File: src/rtl/alu_rs.sv
// -----------------------------------------------------------------------------
// alu_rs -- reservation station in front of the ALU functional unit.
//
// Buffers renamed ALU micro-ops from dispatch in a compacted age queue
// (entry 0 is the oldest, valid entries are contiguous from index 0), snoops
// the CDB to capture pending source values, and issues the oldest entry whose
// two sources are ready to the ALU FU as a one-cycle transmit strobe.
//
// Ports:
//   clk, rst            clock, asynchronous active-low reset (0 = reset)
//   in_valid/in_ready   dispatch handshake; in_ready = occupancy < DEPTH
//   in_operand/wbs/     micro-op payload; in_flags[2] marks the immediate
//   flags/robid         form (source 1 forced ready with value 0)
//   in_src_rdy/val/tag  per-source ready bit, value (if ready), producer tag
//                       (if not ready); source s lives in bits [8s+:8]/[4s+:4]
//   cdb_valid/id/val    result broadcast used for wakeup and allocation bypass
//   flush               synchronous squash of every entry
//   fu_busy             FU stall; no issue while high
//   fu_transmit         one-cycle issue strobe
//   fu_operand/depvals/ issued fields; fu_depvals[7:0] = source 0,
//   wbs/flags/robid     fu_depvals[15:8] = source 1; held while not issuing
//   occupancy           number of valid entries
// -----------------------------------------------------------------------------
module alu_rs #(
  parameter int DEPTH = 4,
  parameter int CW    = $clog2(DEPTH + 1)
) (
  input  logic          clk,
  input  logic          rst,
  input  logic          in_valid,
  output logic          in_ready,
  input  logic [7:0]    in_operand,
  input  logic [7:0]    in_wbs,
  input  logic [7:0]    in_flags,
  input  logic [3:0]    in_robid,
  input  logic [1:0]    in_src_rdy,
  input  logic [15:0]   in_src_val,
  input  logic [7:0]    in_src_tag,
  input  logic          cdb_valid,
  input  logic [3:0]    cdb_id,
  input  logic [7:0]    cdb_val,
  input  logic          flush,
  input  logic          fu_busy,
  output logic          fu_transmit,
  output logic [7:0]    fu_operand,
  output logic [15:0]   fu_depvals,
  output logic [7:0]    fu_wbs,
  output logic [7:0]    fu_flags,
  output logic [3:0]    fu_robid,
  output logic [CW-1:0] occupancy
);

  // Packed entry layout. Each entry moves as one vector so that shifting
  // down the queue carries every field, including per-source state, at once.
  localparam int OP_LSB  = 0;
  localparam int WBS_LSB = 8;
  localparam int FLG_LSB = 16;
  localparam int ROB_LSB = 24;
  localparam int RDY_LSB = 28;   // 2 bits, one per source
  localparam int VAL_LSB = 30;   // 2 x 8 bits
  localparam int TAG_LSB = 46;   // 2 x 4 bits
  localparam int EW      = 54;

  // Returns the entry as it will look after this cycle's CDB snoop: any
  // not-ready source whose tag matches the broadcast captures its value.
  function automatic logic [EW-1:0] wake(
    input logic [EW-1:0] e,
    input logic          v,
    input logic [3:0]    id,
    input logic [7:0]    val
  );
    logic [EW-1:0] r;
    r = e;
    for (int s = 0; s < 2; s++) begin
      if (v && !e[RDY_LSB + s] && (e[TAG_LSB + 4*s +: 4] == id)) begin
        r[RDY_LSB + s]        = 1'b1;
        r[VAL_LSB + 8*s +: 8] = val;
      end
    end
    return r;
  endfunction

  // State
  logic [EW-1:0] ent_q [DEPTH];
  logic [EW-1:0] ent_d [DEPTH];
  logic [CW-1:0] occ_q;
  logic [CW-1:0] occ_d;
  logic          fu_transmit_q;
  logic          fu_transmit_d;
  logic [7:0]    fu_operand_q;
  logic [15:0]   fu_depvals_q;
  logic [7:0]    fu_wbs_q;
  logic [7:0]    fu_flags_q;
  logic [3:0]    fu_robid_q;

  // Combinational
  logic [EW-1:0]    ent_w [DEPTH+1];   // post-wakeup view; extra slot is the
                                       // empty "entry" shifted into the top
  logic [DEPTH-1:0] valid_w;
  logic [DEPTH-1:0] elig;
  logic [DEPTH-1:0] shift_en;
  logic             any_elig;
  logic             issue;
  logic             alloc;
  logic             found;
  logic [CW-1:0]    alloc_pos;
  logic [EW-1:0]    new_ent;
  logic [1:0]       new_rdy;
  logic [15:0]      new_val;
  logic [7:0]       sel_op;
  logic [7:0]       sel_wbs;
  logic [7:0]       sel_flg;
  logic [3:0]       sel_rob;
  logic [15:0]      sel_val;

  assign in_ready = (occ_q < CW'(DEPTH));
  assign alloc    = in_valid & in_ready;

  // Per-entry validity, eligibility (registered ready bits only, so a source
  // woken this cycle cannot issue before the next one) and wakeup view.
  generate
    for (genvar gi = 0; gi < DEPTH; gi++) begin : g_ent
      localparam logic [CW-1:0] IDX = CW'(gi);
      assign valid_w[gi] = (IDX < occ_q);
      assign elig[gi]    = valid_w[gi] & ent_q[gi][RDY_LSB] & ent_q[gi][RDY_LSB+1];
      assign ent_w[gi]   = wake(ent_q[gi], cdb_valid, cdb_id, cdb_val);
    end
  endgenerate
  assign ent_w[DEPTH] = '0;

  // Incoming micro-op: allocation bypass from the CDB, then immediate form
  // overrides source 1.
  always_comb begin
    new_rdy = in_src_rdy;
    new_val = in_src_val;
    for (int s = 0; s < 2; s++) begin
      if (!in_src_rdy[s] && cdb_valid && (in_src_tag[4*s +: 4] == cdb_id)) begin
        new_rdy[s]        = 1'b1;
        new_val[8*s +: 8] = cdb_val;
      end
    end
    if (in_flags[2]) begin
      new_rdy[1]    = 1'b1;
      new_val[15:8] = 8'h00;
    end
    new_ent = {in_src_tag, new_val, new_rdy, in_robid, in_flags, in_wbs, in_operand};
  end

  // Oldest-first select. 'found' becomes a prefix-OR of eligibility, which
  // is exactly the set of entries at or above the issued one -- those shift
  // down by one when an issue happens.
  always_comb begin
    any_elig = |elig;
    // Back-to-back issue is blocked by our own strobe: at most one issue
    // every two cycles.
    issue    = ~fu_busy & ~fu_transmit_q & any_elig;
    found    = 1'b0;
    shift_en = '0;
    sel_op   = '0;
    sel_wbs  = '0;
    sel_flg  = '0;
    sel_rob  = '0;
    sel_val  = '0;
    for (int i = 0; i < DEPTH; i++) begin
      if (elig[i] && !found) begin
        sel_op  = ent_q[i][OP_LSB  +: 8];
        sel_wbs = ent_q[i][WBS_LSB +: 8];
        sel_flg = ent_q[i][FLG_LSB +: 8];
        sel_rob = ent_q[i][ROB_LSB +: 4];
        sel_val = ent_q[i][VAL_LSB +: 16];
      end
      found       = found | elig[i];
      shift_en[i] = issue & found;
    end
  end

  // Entry next state: shift (with wakeup already applied to the shifted
  // copy), then overlay the new allocation at the first free slot after the
  // shift.
  always_comb begin
    alloc_pos = occ_q - CW'(issue);
    for (int i = 0; i < DEPTH; i++) begin
      ent_d[i] = shift_en[i] ? ent_w[i+1] : ent_w[i];
      if (alloc && (alloc_pos == CW'(i))) begin
        ent_d[i] = new_ent;
      end
    end
  end

  // Flush wins over both allocation and issue.
  always_comb begin
    if (flush) begin
      occ_d         = '0;
      fu_transmit_d = 1'b0;
    end else begin
      occ_d         = occ_q + CW'(alloc) - CW'(issue);
      fu_transmit_d = issue;
    end
  end

  always_ff @(posedge clk or negedge rst) begin
    if (!rst) begin
      occ_q         <= '0;
      fu_transmit_q <= 1'b0;
      fu_operand_q  <= '0;
      fu_depvals_q  <= '0;
      fu_wbs_q      <= '0;
      fu_flags_q    <= '0;
      fu_robid_q    <= '0;
      for (int i = 0; i < DEPTH; i++) begin
        ent_q[i] <= '0;
      end
    end else begin
      occ_q         <= occ_d;
      fu_transmit_q <= fu_transmit_d;
      for (int i = 0; i < DEPTH; i++) begin
        ent_q[i] <= ent_d[i];
      end
      // Data outputs only change on an actual issue and hold otherwise.
      if (fu_transmit_d) begin
        fu_operand_q <= sel_op;
        fu_depvals_q <= sel_val;
        fu_wbs_q     <= sel_wbs;
        fu_flags_q   <= sel_flg;
        fu_robid_q   <= sel_rob;
      end
    end
  end

  assign fu_transmit = fu_transmit_q;
  assign fu_operand  = fu_operand_q;
  assign fu_depvals  = fu_depvals_q;
  assign fu_wbs      = fu_wbs_q;
  assign fu_flags    = fu_flags_q;
  assign fu_robid    = fu_robid_q;
  assign occupancy   = occ_q;

endmodule
File: config.mk
export PLATFORM = sky130hd
export DESIGN_NAME = alu_rs
export DESIGN_NICKNAME = d
export VERILOG_FILES = /design/src/rtl/alu_rs.sv
export SDC_FILE = /design/constraint.sdc
export NUM_CORES = 1
export LEC_CHECK = 0
export CAP_MARGIN = 40
export CORE_MARGIN = 4
export CORE_UTILIZATION = 44
export CTS_BUF_LIST = sky130_fd_sc_hd__clkbuf_8
export CTS_CLUSTER_DIAMETER = 50
export DETAILED_ROUTE_END_ITERATION = 7
export PLACE_DENSITY = 0.69
export RECOVER_POWER = 50
export SLEW_MARGIN = 20
export SYNTH_ARGS = -nofsm -noshare
export SYNTH_HDL_FRONTEND = slang
export SYNTH_SLANG_ARGS = --single-unit
File: constraint.sdc
create_clock -name clk -period 6.4 [get_ports clk]
set_input_delay 1.6 -clock clk [delete_from_list [all_inputs] [get_ports clk]]
set_output_delay 1.6 -clock clk [all_outputs]
set_load 0.01 [all_outputs]
## After elaboration in Yosys (flattened, before gate mapping)

Cells that the tools add are included.

- Bits in registers: 264
- Input port bits: 72
- Output and inout port bits: 49
- Word-level logic and storage cells: 157

- Add/sub/neg operators: 3
- Order comparisons: 5
- Eq/ne operators: 13
- Multiplexer cells: 52
- Bitwise gates (word level): 20
- Reductions and logical operators: 48

Operator list:

| kind | number |
|---|---|
| $mux W54 | 8 |
| $mux W8 | 23 |
| $mux W16 | 4 |
| $eq A4 B4 Y1 | 10 |
| $logic_and A1 B1 Y1 | 27 |
| $mux W4 | 4 |
| $and A1 B1 Y1 | 15 |
| $logic_not A1 Y1 | 13 |
| $mux W1 | 12 |
| $reduce_bool A2 Y1 | 4 |
| $eq A3 B2 Y1 const B | 2 |
| $lt A1 B3 Y1 const A | 2 |
| $lt A2 B3 Y1 const A | 2 |
| $reduce_bool A3 Y1 | 2 |
| $sub A3 B1 Y3 | 2 |
| $reduce_or A4 Y1 | 1 |
| $add A3 B1 Y3 | 1 |
| $eq A3 B1 Y1 const B | 1 |
| $logic_not A3 Y1 | 1 |
| $lt A3 B3 Y1 const B | 1 |
| $mux W3 | 1 |
| $or A1 B1 Y1 | 3 |
| $not A1 Y1 | 2 |

## Depth between registers and ports, before layout

Gate-level depths: netlist of the first run.

- Word-level depth: 9
- Depth in mapped cells: 17
- Gate-level depth less buffers: 13

## Least setup slack after synthesis of the first run

Ideal clock, no wire load.

- Kind: input to register
- Start: input fu_busy
- End: register ent_q[192] (netlist bit)
- Library setup time: 0.173 ns
- Data arrival time: 4.073 ns
- Data required time: 6.227 ns
- Slack: 2.155 ns
- Cell stages on the path: 12
- Path buffers: 4
- Cells stage by stage: or2_2 a31o_2 buf_2 buf_1 inv_1 ha_1 ha_1 inv_1 nor3_1 buf_2 clkbuf_1 a222oi_1

- Longest elaborated chain between the ends: 7
- Elaborated cells on any way between the ends: 10
- Those cells by class: add/sub: 1; mux: 2; bitwise: 4; reduce/logical: 3

RTL lines:

| item | RTL line | text |
|---|---|---|
| start, declared | 43 | `input logic fu_busy,` |
| $not A1 Y1 * | 156 | `issue = ~fu_busy & ~fu_transmit_q & any_elig;` |
| $and A1 B1 Y1 * (2 in series) | 156 |  |
| $sub A3 B1 Y3 | 181 | `alloc_pos = occ_q - CW'(issue);` |
| $logic_not A3 Y1 | 184 | `if (alloc && (alloc_pos == CW'(i))) begin` |
| $logic_and A1 B1 Y1 | 184 |  |
| $reduce_bool A3 Y1 (no line) / $mux W54 (equally long branches) | -- |  |
| end signal, assigned by index | 217 | `ent_q[i] <= ent_d[i];` |
| end, declared | 84 | `logic [EW-1:0] ent_q [DEPTH];` |

Every way passes the cells marked *; elsewhere a longest branch is shown, timed or not. The select of a mux whose other input is x is not followed.
A chain may end at the register's enable or synchronous reset.

==> impl_results.md, run 1 <==
* Status: finished with violations
* Failing checks: DRC, capacitance limit, slew limit
* Synth Warn # at 0
* Buffers & Inverters on Critical Path at 2
* Pwr per Cell Area at 483 nW/um^2
* Initial antenna violation count at 1
* CTS sink cnt at 264
* Tightest Hold Check Type: reg -> reg
* Mapped Area at 13600 sq um
* Core area at 30500 sq um
* Setup Buffers After CTS at 0
* # H-tree levels at 2
* Clock transition at path regs at 0.06 ns
* Max-cap violations at 3
* Syn Area/Cell at 9.65 sq um
* Reg-to-reg endpoint: ent_q[193]
* Worst EP arrival at 4.45 ns
* Area of the multi-input gates at 6460 sq um
* Synth Net Count at 1486
* Placed cell count at 1835
* Fin cells at 1924
* Top-count cell post-synth: dfrtp_1
* Crit Reg-Reg Startpoint: occupancy[2]
* Setup Crit Path Kind: in -> async
* Worst slew margin at -1.11
* Final min period at 4.49 ns
* Critical Path Source: rst
* Max stage delay on crit path at 2.28 ns
* Clock insertion delay at the later pin of the skew report at 0.59 ns
* NumNets Final at 1571
* CTS tree: yes
* Ys async rst share at 1.00
* Layout cell share with drive strength beyond 1 at 0.0851
* Crit share post-route at 0.701
* Row count at 64
* Total global routing overflow at 0
* Hold_ws at 0.502 ns
* Num CTS Buffers at 47
* DRT antenna net count at 0
* Startpoint Class: primary input
* I/O Buffers at 120
* Post-layout util at 0.528
* WP data required at 6.36 ns
* DRC at 9
* VDD IR max at 0.000258 V
* Clock Tree Root: clkbuf_8
* Total number of vias at 11700
* Skew final at 0.0492 ns
* Worst-case clock buffer depth at 3
* DR WL/cell at 21.2 um
* Initial Util at 0.445
* Global-route wire length before repair at 65100 um
* Register bit total from synthesis at 264
* Final wirelength at 40800 um
* Filler instances at 2746
* Post-Route Setup TNS at 0 ns
* Syn-to-layout area delta at 18.7%
* Post-CTS Resized at 0
* Routability cong. at 0.873
* Lkg Pwr at 6.95 nW
* Die Y at 184 um
* Pre-antenna DRT Iters at 8
* Critical Path Fanout Max at 100
* Largest net degree at the start of global routing at 108
* Synth Flop Type: dfrtp_1
* Crit. End Element: async pin
* Die Width at 184 um
* Final Max Tran Viols at 202
* Yosys top cell by area: dfrtp_1
* Synth cell types at 63
* Gr usage total at 0.238
* Drt initial violations at 1460
* Worst Reg2Reg Path Length in Cells at 13
* Fin. Hold Viols at 0
* Via-to-Cell Ratio at 6.09
* Crit path max-delay family: buffers and inverters
* CP endpoint: fu_wbs[1]
* Endpoints failing setup at 0
* Post-synth EDFFs at 0
* Worst path depth at 2
* Synth top area share at 0.487
* CTS Hold Bufs at 0
* Hpwl dp at 25800 um
* Tightest Pin Transition at 3.17 ns
* Sequential cell area at 6610 sq um
* Max Clk Rate at 223 MHz
* RSZ-0062 raised after global routing: false
* Synth top area cells: dfrtp_1 (49%), mux2i_1 (9.6%), nand2_1 (6.9%), a222oi_1 (5.2%), a31oi_1 (3.8%)
* Critical Path, Cell by Cell: buf_8 > clkbuf_1
* Seq/Total Area, Yosys at 0.487
* Crit-path slowest cell: clkbuf_1
* Reg2Reg Setup Slack at 2.18 ns
* Synth Instances at 1406
* Synth top cells by count: dfrtp_1 (264), nand2_1 (251), mux2i_1 (130)
* IO Count at 121
* Die area at 33700 sq um
* Vias in the first global route at 11600
* PnR Total Power at 7.77 mW
[routing by layer]
layer  global-route usage  vias to the layer above  share of wire
met5                    0                        -              0
met4               0.0864                        0          0.030
met3               0.0414                      103          0.082
met2                0.379                      567           0.47
met1                0.330                     5697           0.42
li1                     -                     5342              -
[kinds of logic (layout without fill, tap and decap cells)]
| kind of cell | count (synthesis) | in the layout | synth area share |
|---|---|---|---|
| compound gates | 355 | 355 | 0.192 |
| xor+xnor | 27 | 27 | 0.0191 |
| fa+ha+maj | 8 | 8 | 0.00793 |
| buf+inv | 145 | 266 | 0.0445 |
| flops | 264 | 264 | 0.487 |
| mux | 131 | 131 | 0.0967 |
| other cells | 0 | 1 | 0 |
| simple gates | 476 | 476 | 0.153 |
[registers in the layout (all words and copies together) (netlist names)]
name / flops
occupancy: 3
fu_operand: 8
fu_robid: 4
fu_depvals: 16
fu_wbs: 8
fu_transmit: 1
ent_q: 216
fu_flags: 8
[layout make-up]
type                    instances  share of cell area
diodes                          1            0.000155
clock buffers                  58              0.0496
clock inverters                27             0.00940
inverters                      29             0.00676
multi-input cells             997               0.401
flip-flops and latches        264               0.410
well taps                     396              0.0308
repair buffers                152              0.0918
[placed cells by master (no fill, tap or decap), types with 10 or more instances in the layout]
cell / count
o221ai_1: 10
o31ai_1: 10
clkdlybuf4s50_1: 111
clkbuf_8: 58
nor2b_1: 22
buf_4: 22
xor2_1: 13
nor2_1: 95
o22ai_1: 24
a31oi_1: 82
a21oi_1: 18
a222oi_1: 71
inv_1: 50
nand2b_1: 15
and2_1: 11
nand2_1: 251
nand3_1: 42
mux2i_1: 130
dfrtp_1: 264
xnor2_1: 11
o21ai_0: 81
a21o_1: 10
[per-stage QoR]
| stage | instance area [sq um] | worst slack [ns] |
|---|---|---|
| global route | 16100 | 1.19 |
| detailed placement | 15100 | 1.24 |
| global placement | 15100 | 1.33 |
| finish | 16100 | 1.91 |
| floorplan | 13600 | 2.15 |
| CTS | 16100 | 1.84 |
[power breakdown]
part | leakage (nW) | total [mW] | internal (mW) | switching, mW
Sequential | 3.28 | 3.03 | 2.46 | 0.578
Combinational | 3.11 | 3.16 | 1.37 | 1.79
Clock | 0.562 | 1.58 | 0.859 | 0.718
[worst min-delay path by stage]
stage,startpoint,end,slack (ns),cells after the start
CTS,ent_q[45],fu_depvals[15],0.50,2
global route,ent_q[45],fu_depvals[15],0.54,2
floorplan,ent_q[0],ent_q[0],0.49,2
finish,ent_q[45],fu_depvals[15],0.50,2
detailed placement,ent_q[11],ent_q[11],0.51,2
global placement,ent_q[19],ent_q[19],0.51,2
No activity file was read; power rests on OpenSTA's default activity.
==> inputs of run 2 (changes only) <==
Clock period 6.4 ns to 4.67 ns, I/O delays scaled along.
==> impl_results.md, run 2 (same netlist as run 1, synthesis figures left out) <==
* Status: finished with violations
* Failing checks: capacitance limit, slew limit
* Vias in the first global route at 12100 (+4.3%)
* Most frequent cells in the layout: dfrtp_1 (264), nand2_1 (251), mux2i_1 (130), clkdlybuf4s50_1 (96), nor2_1 (94)
* Worst-case clock buffer depth at 3 (unchanged)
* Clock transition at path regs at 0.06 ns (about the same)
* Max FFs per register at 216 (unchanged)
* Crit share post-route at 0.866
* Die Y at 184 um (unchanged)
* Clock insertion delay at the later pin of the skew report at 0.57 ns (-0.02 ns)
* Final min period at 4.05 ns
* PnR Total Power at 10.5 mW (+35%)
* I/O Buffers at 120 (unchanged)
* Startpoint Class: primary input
* Hold path startpoint: ent_q[0]
* Row count at 64 (unchanged)
* # H-tree levels at 2 (unchanged)
* Crit Reg-Reg Startpoint: occupancy[2]
* CTS Hold Bufs at 0 (unchanged)
* Lkg Pwr at 6.94 nW (-0.25%)
* Pwr per Cell Area at 655 nW/um^2 (+36%)
* WP data required at 4.97 ns (-1.39 ns)
* Post-CTS Resized at 0 (unchanged)
* Critical Path Source: fu_busy
* Max Clk Rate at 247 MHz
* Num CTS Buffers at 46 (-2.1%)
* Die area at 33700 sq um (unchanged)
* DR WL/cell at 21.8 um (+2.8%)
* Layout cell share with drive strength beyond 1 at 0.0839 (-0.00125)
* Total global routing overflow at 0 (unchanged)
* Max-cap violations at 2 (-1)
* Tightest Hold Check Type: reg -> reg
* Core area at 30500 sq um (unchanged)
* Worst EP arrival at 4.35 ns (-0.10 ns)
* Setup Buffers After CTS at 0 (unchanged)
* VDD IR max at 0.000357 V (+38%)
* Fin. Hold Viols at 0 (unchanged)
* Leading cell type in the layout, fill and taps excluded: dfrtp_1
* NumNets Final at 1581 (+0.64%)
* DRT antenna net count at 0 (unchanged)
* Endpoints failing setup at 0 (unchanged)
* Skew final at 0.0383 ns (-0.0109 ns)
* Setup Crit Path Kind: in -> reg
* Routability cong. at 0.873 (about the same)
* Largest reg by FF count: ent_q
* Largest net degree at the start of global routing at 106 (-1.9%)
* Post-Route Setup TNS at 0 ns (unchanged)
* Die Width at 184 um (unchanged)
* Final Max Tran Viols at 159 (-21%)
* Tightest Pin Transition at 2.68 ns (-0.486 ns)
* Worst slew margin at -0.790 (+0.324)
* Gr usage total at 0.242 (+0.00374)
* Global-route wire length before repair at 66200 um (+1.7%)
* Hpwl dp at 26400 um (+2.1%)
* Final wirelength at 41900 um (+2.7%)
* CTS sink cnt at 264 (unchanged)
* Total number of vias at 11900 (+1.8%)
* Drt initial violations at 1284 (-12%)
* RSZ-0062 raised after global routing: false
* Initial antenna violation count at 1 (unchanged)
* Initial Util at 0.445 (unchanged)
* Syn-to-layout area delta at 18.3%
* Critical Path Fanout Max at 53 (-47%)
* Crit. End Element: flip-flop
* Pre-antenna DRT Iters at 8 (unchanged)
* DRC at 0 (-9)
* Clock Tree Root: clkbuf_8
* IO Count at 121 (unchanged)
* Via-to-Cell Ratio at 6.20 (+1.9%)
* CTS tree: yes
## run 2: cell types whose count changed in the layout (fill, tap and decap cells not counted), moves of 2 or more
cell | previous run | this run
clkinv_2 | 2 | 0
clkdlybuf4s50_1 | 111 | 96
buf_4 | 22 | 29
buf_6 | 2 | 0
buf_2 | 2 | 0
clkbuf_1 | 2 | 4
clkbuf_8 | 58 | 51
buf_12 | 1 | 5
dlygate4sd3_1 | 8 | 23
clkbuf_2 | 1 | 3
## run 2: power by group
group | leakage [nW] | switching [mW] | internal (mW) | total (mW)
Sequential | 3.28 | 0.796 | 3.37 | 4.16
Combinational | 3.17 | 2.48 | 1.89 | 4.37
Clock | 0.492 | 0.939 | 1.04 | 1.98
## run 2: critical path, cell delays in order
cell and delay (ns):
clkdlybuf4s50_1 0.48, or2_2 0.37, a311oi_4 0.30, clkbuf_1 1.80, a31oi_1 0.21
## run 2: worst paths after layout
path / to / slack, ns / cells after the start
setup / recovery: fu_wbs[5] / 0.62 / 5
hold / removal: ent_q[0] / 0.53 / 2
setup reg to reg: ent_q[198] / 0.71 / 13
hold reg to reg: ent_q[0] / 0.53 / 2
max in group asynchronous: ent_q[150] / 1.24 / 2
min in group asynchronous: fu_flags[1] / 1.44 / 1
## run 2: final cells by class
cell class                      instances  area (sq um)
Tap cell                              396           495
Antenna cell                            1          2.50
Multi-Input combinational cell        997          6460
Sequential cell                       264          6610
Timing Repair Buffer                  163          1570
Inverter                               29           109
Fill cell                            2736         14500
Clock inverter                         22           114
Clock buffer                           51           702
## run 2: metrics by stage
stage          instance area (sq um)  std cells  hold slack, ns  worst slack (ns)  utilization
2_1_floorplan                  13600       1406           0.489             0.857            -
3_3_place_gp                   15200       1846           0.506             0.349        0.500
3_5_place_dp                   15300       1848           0.512             0.246        0.500
4_1_cts                        16100       1921           0.528             0.676        0.527
5_1_grt                        16100       1923           0.557             0.331        0.526
6_report                       16100       1923           0.529             0.625        0.526
## run 2: routing by layer
metal | up-vias | global-route usage | part of all wire | routed length [um]
li1 | 5344 | - | - | -
met1 | 5897 | 0.321 | 0.41 | 17000
met2 | 585 | 0.403 | 0.48 | 20200
met3 | 98 | 0.0380 | 0.081 | 3390
met4 | 0 | 0.0888 | 0.030 | 1270
met5 | - | 0 | 0 | 0
==> inputs of run 3 (changes only) <==
Settings changed: DONT_BUFFER_PORTS set to 1, PLACE_DENSITY 0.69 to not set.
==> impl_results.md, run 3 (same netlist as run 1, synthesis figures left out) <==
* Status: complete, no violations
* CTS tree: yes
* Core area at 30500 sq um (unchanged)
* Final Max Tran Viols at 0 (-100%)
* Row count at 64 (unchanged)
* Max FFs per register at 216 (unchanged)
* Worst slew margin at 0.377 (+1.17)
* Setup Crit Path Kind: reg -> reg
* Post-Route Setup TNS at 0 ns (unchanged)
* Endpoints failing setup at 0 (unchanged)
* Final wirelength at 41900 um (about the same)
* Clock transition at path regs at 0.06 ns (about the same)
* Hold_ws at 0.303 ns (-0.226 ns)
* Reg-to-reg endpoint: ent_q[191]
* Clock insertion delay at the later pin of the skew report at 0.57 ns (about the same)
* Vias in the first global route at 11200 (-7.5%)
* Worst EP arrival at 4.80 ns (+0.45 ns)
* I/O Buffers at 0 (-100%)
* Global-route wire length before repair at 65200 um (-1.5%)
* Crit share post-route at 0.946 (+0.0798)
* DRT antenna net count at 0 (unchanged)
* Max-cap violations at 0 (-2)
* Lkg Pwr at 6.48 nW (-6.5%)
* Area of placed instances at 13900 sq um (-8.8%)
* Drt initial violations at 1234 (-3.9%)
* Max stage delay on crit path at 0.59 ns (-1.21 ns)
* Post-CTS Resized at 0 (unchanged)
* Hpwl dp at 25600 um (-3.0%)
* Worst-case clock buffer depth at 3 (unchanged)
* Crit-path slowest cell: buf_4
* Initial Util at 0.445 (unchanged)
* Clock Tree Root: clkbuf_8
* Setup Buffers After CTS at 0 (unchanged)
* Largest reg by FF count: ent_q
* Design area at 14900 sq um (-7.1%)
* Pre-antenna DRT Iters at 6 (-2)
* Die Y at 184 um (unchanged)
* Max Clk Rate at 226 MHz (-8.4%)
* WP data required at 5.05 ns (+0.08 ns)
* VDD IR max at 0.000269 V (-25%)
* Crit path max-delay family: buffers and inverters
* Critical Path, Cell by Cell: inv_1 > ha_1 > nand3b_1 > a21boi_1 > a31o_2 > inv_1 > ha_1 > ha_1 > inv_1 > nor3_2 > buf_4 > buf_4 > nor2_1 > nand2_1 > a22oi_1
* CTS Hold Bufs at 0 (unchanged)
* Fin. Hold Viols at 0 (unchanged)
* Initial antenna violation count at 1 (unchanged)
* Fin cells at 1805 (-6.1%)
* Num CTS Buffers at 47 (+2.2%)
* Die Width at 184 um (unchanged)
* Final min period at 4.42 ns (+0.373 ns)
* Crit. End Element: flip-flop
* NumNets Final at 1452 (-8.2%)
* Post-layout util at 0.489 (-0.0374)
* Critical Path Fanout Max at 54 (+1.9%)
* Pwr per Cell Area at 685 nW/um^2 (+4.7%)
* Total global routing overflow at 0 (unchanged)
* Die area at 33700 sq um (unchanged)
* Syn-to-layout area delta at 9.93%
* Via-to-Cell Ratio at 6.22 (+0.26%)
* Startpoint Class: flip-flop
* CTS sink cnt at 264 (unchanged)
* Crit Reg-Reg Startpoint: occupancy[2]
* Total number of vias at 11200 (-5.9%)
* Reg2Reg Setup Slack at 0.25 ns (-0.46 ns)
* Gr usage total at 0.242 (+0.000434)
* Skew final at 0.0255 ns (-0.0128 ns)
* Layout cell share with drive strength beyond 1 at 0.0994 (+0.0156)
* Buffers & Inverters on Critical Path at 5 (+3)
* Most frequent cells in the layout: dfrtp_1 (264), nand2_1 (251), mux2i_1 (130), nor2_1 (95), a31oi_1 (82)
* Placed cell count at 1717 (-7.1%)
* Routability cong. at 0.871 (-0.24%)
* # H-tree levels at 2 (unchanged)
* DR WL/cell at 23.2 um (+6.6%)
* Tightest Pin Transition at 0.927 ns (-1.76 ns)
* Leading cell type in the layout, fill and taps excluded: dfrtp_1
* Tightest Hold Check Type: in -> async
* RSZ-0062 raised after global routing: false
* IO Count at 121 (unchanged)
* Largest net degree at the start of global routing at 265 (+150%)
* DRC at 0 (unchanged)
* Worst Reg2Reg Path Length in Cells at 15 (+2)
-- run 3: cell types whose count changed in the layout (fill, tap and decap cells not counted), moves of 2 or more --
| cell | change |
|---|---|
| dlygate4sd3_1 | -23 |
| clkbuf_8 | +8 |
| clkinvlp_4 | +2 |
| buf_12 | -4 |
| clkbuf_2 | -2 |
| clkdlybuf4s50_1 | -96 |
| clkinv_2 | +7 |
| clkbuf_1 | -4 |
| inv_1 | -6 |
-- run 3: metal layers --
layer  routed length (um)  vias to the layer above  GRT usage
met3                 3650                       75     0.0514
met1                17900                     5517      0.338
met5                    0                        -          0
met2                19400                      533      0.382
met4                 1030                        0     0.0763
li1                     -                     5096          -
-- run 3: through the flow --
| stage | power (mW) | setup slack, ns |
|---|---|---|
| floorplan | 6.85 | 0.857 |
| global placement | 7.83 | 0.397 |
| detailed placement | 7.95 | 0.301 |
| CTS | 10.2 | 0.277 |
| global route | 10.9 | 0.0420 |
| finish | 10.2 | 0.252 |
-- run 3: where the power goes --
group	switching [mW]	leakage, nW	internal, mW	total [mW]
Clock	1.01	0.561	1.25	2.26
Combinational	2.17	2.65	1.49	3.66
Sequential	0.931	3.28	3.37	4.30
-- run 3: cell type report --
class	count	area, sq um
timing repair buffer	33	255
multi-input combinational	997	6460
clock inverter	26	174
fill	2816	15600
antenna	1	2.50
tap	396	495
inverter	29	109
clock buffer	59	812
sequential	264	6610
-- run 3: how the worst max path moves through the flow --
stage | from | endpoint | slack [ns] | cells past startpoint
floorplan | fu_busy | ent_q[192] | 0.86 | 12
global placement | occupancy[2] | ent_q[191] | 0.40 | 15
detailed placement | occupancy[2] | ent_q[191] | 0.30 | 15
CTS | occupancy[2] | ent_q[191] | 0.28 | 15
global route | occupancy[2] | ent_q[191] | 0.04 | 15
finish | occupancy[2] | ent_q[191] | 0.25 | 15
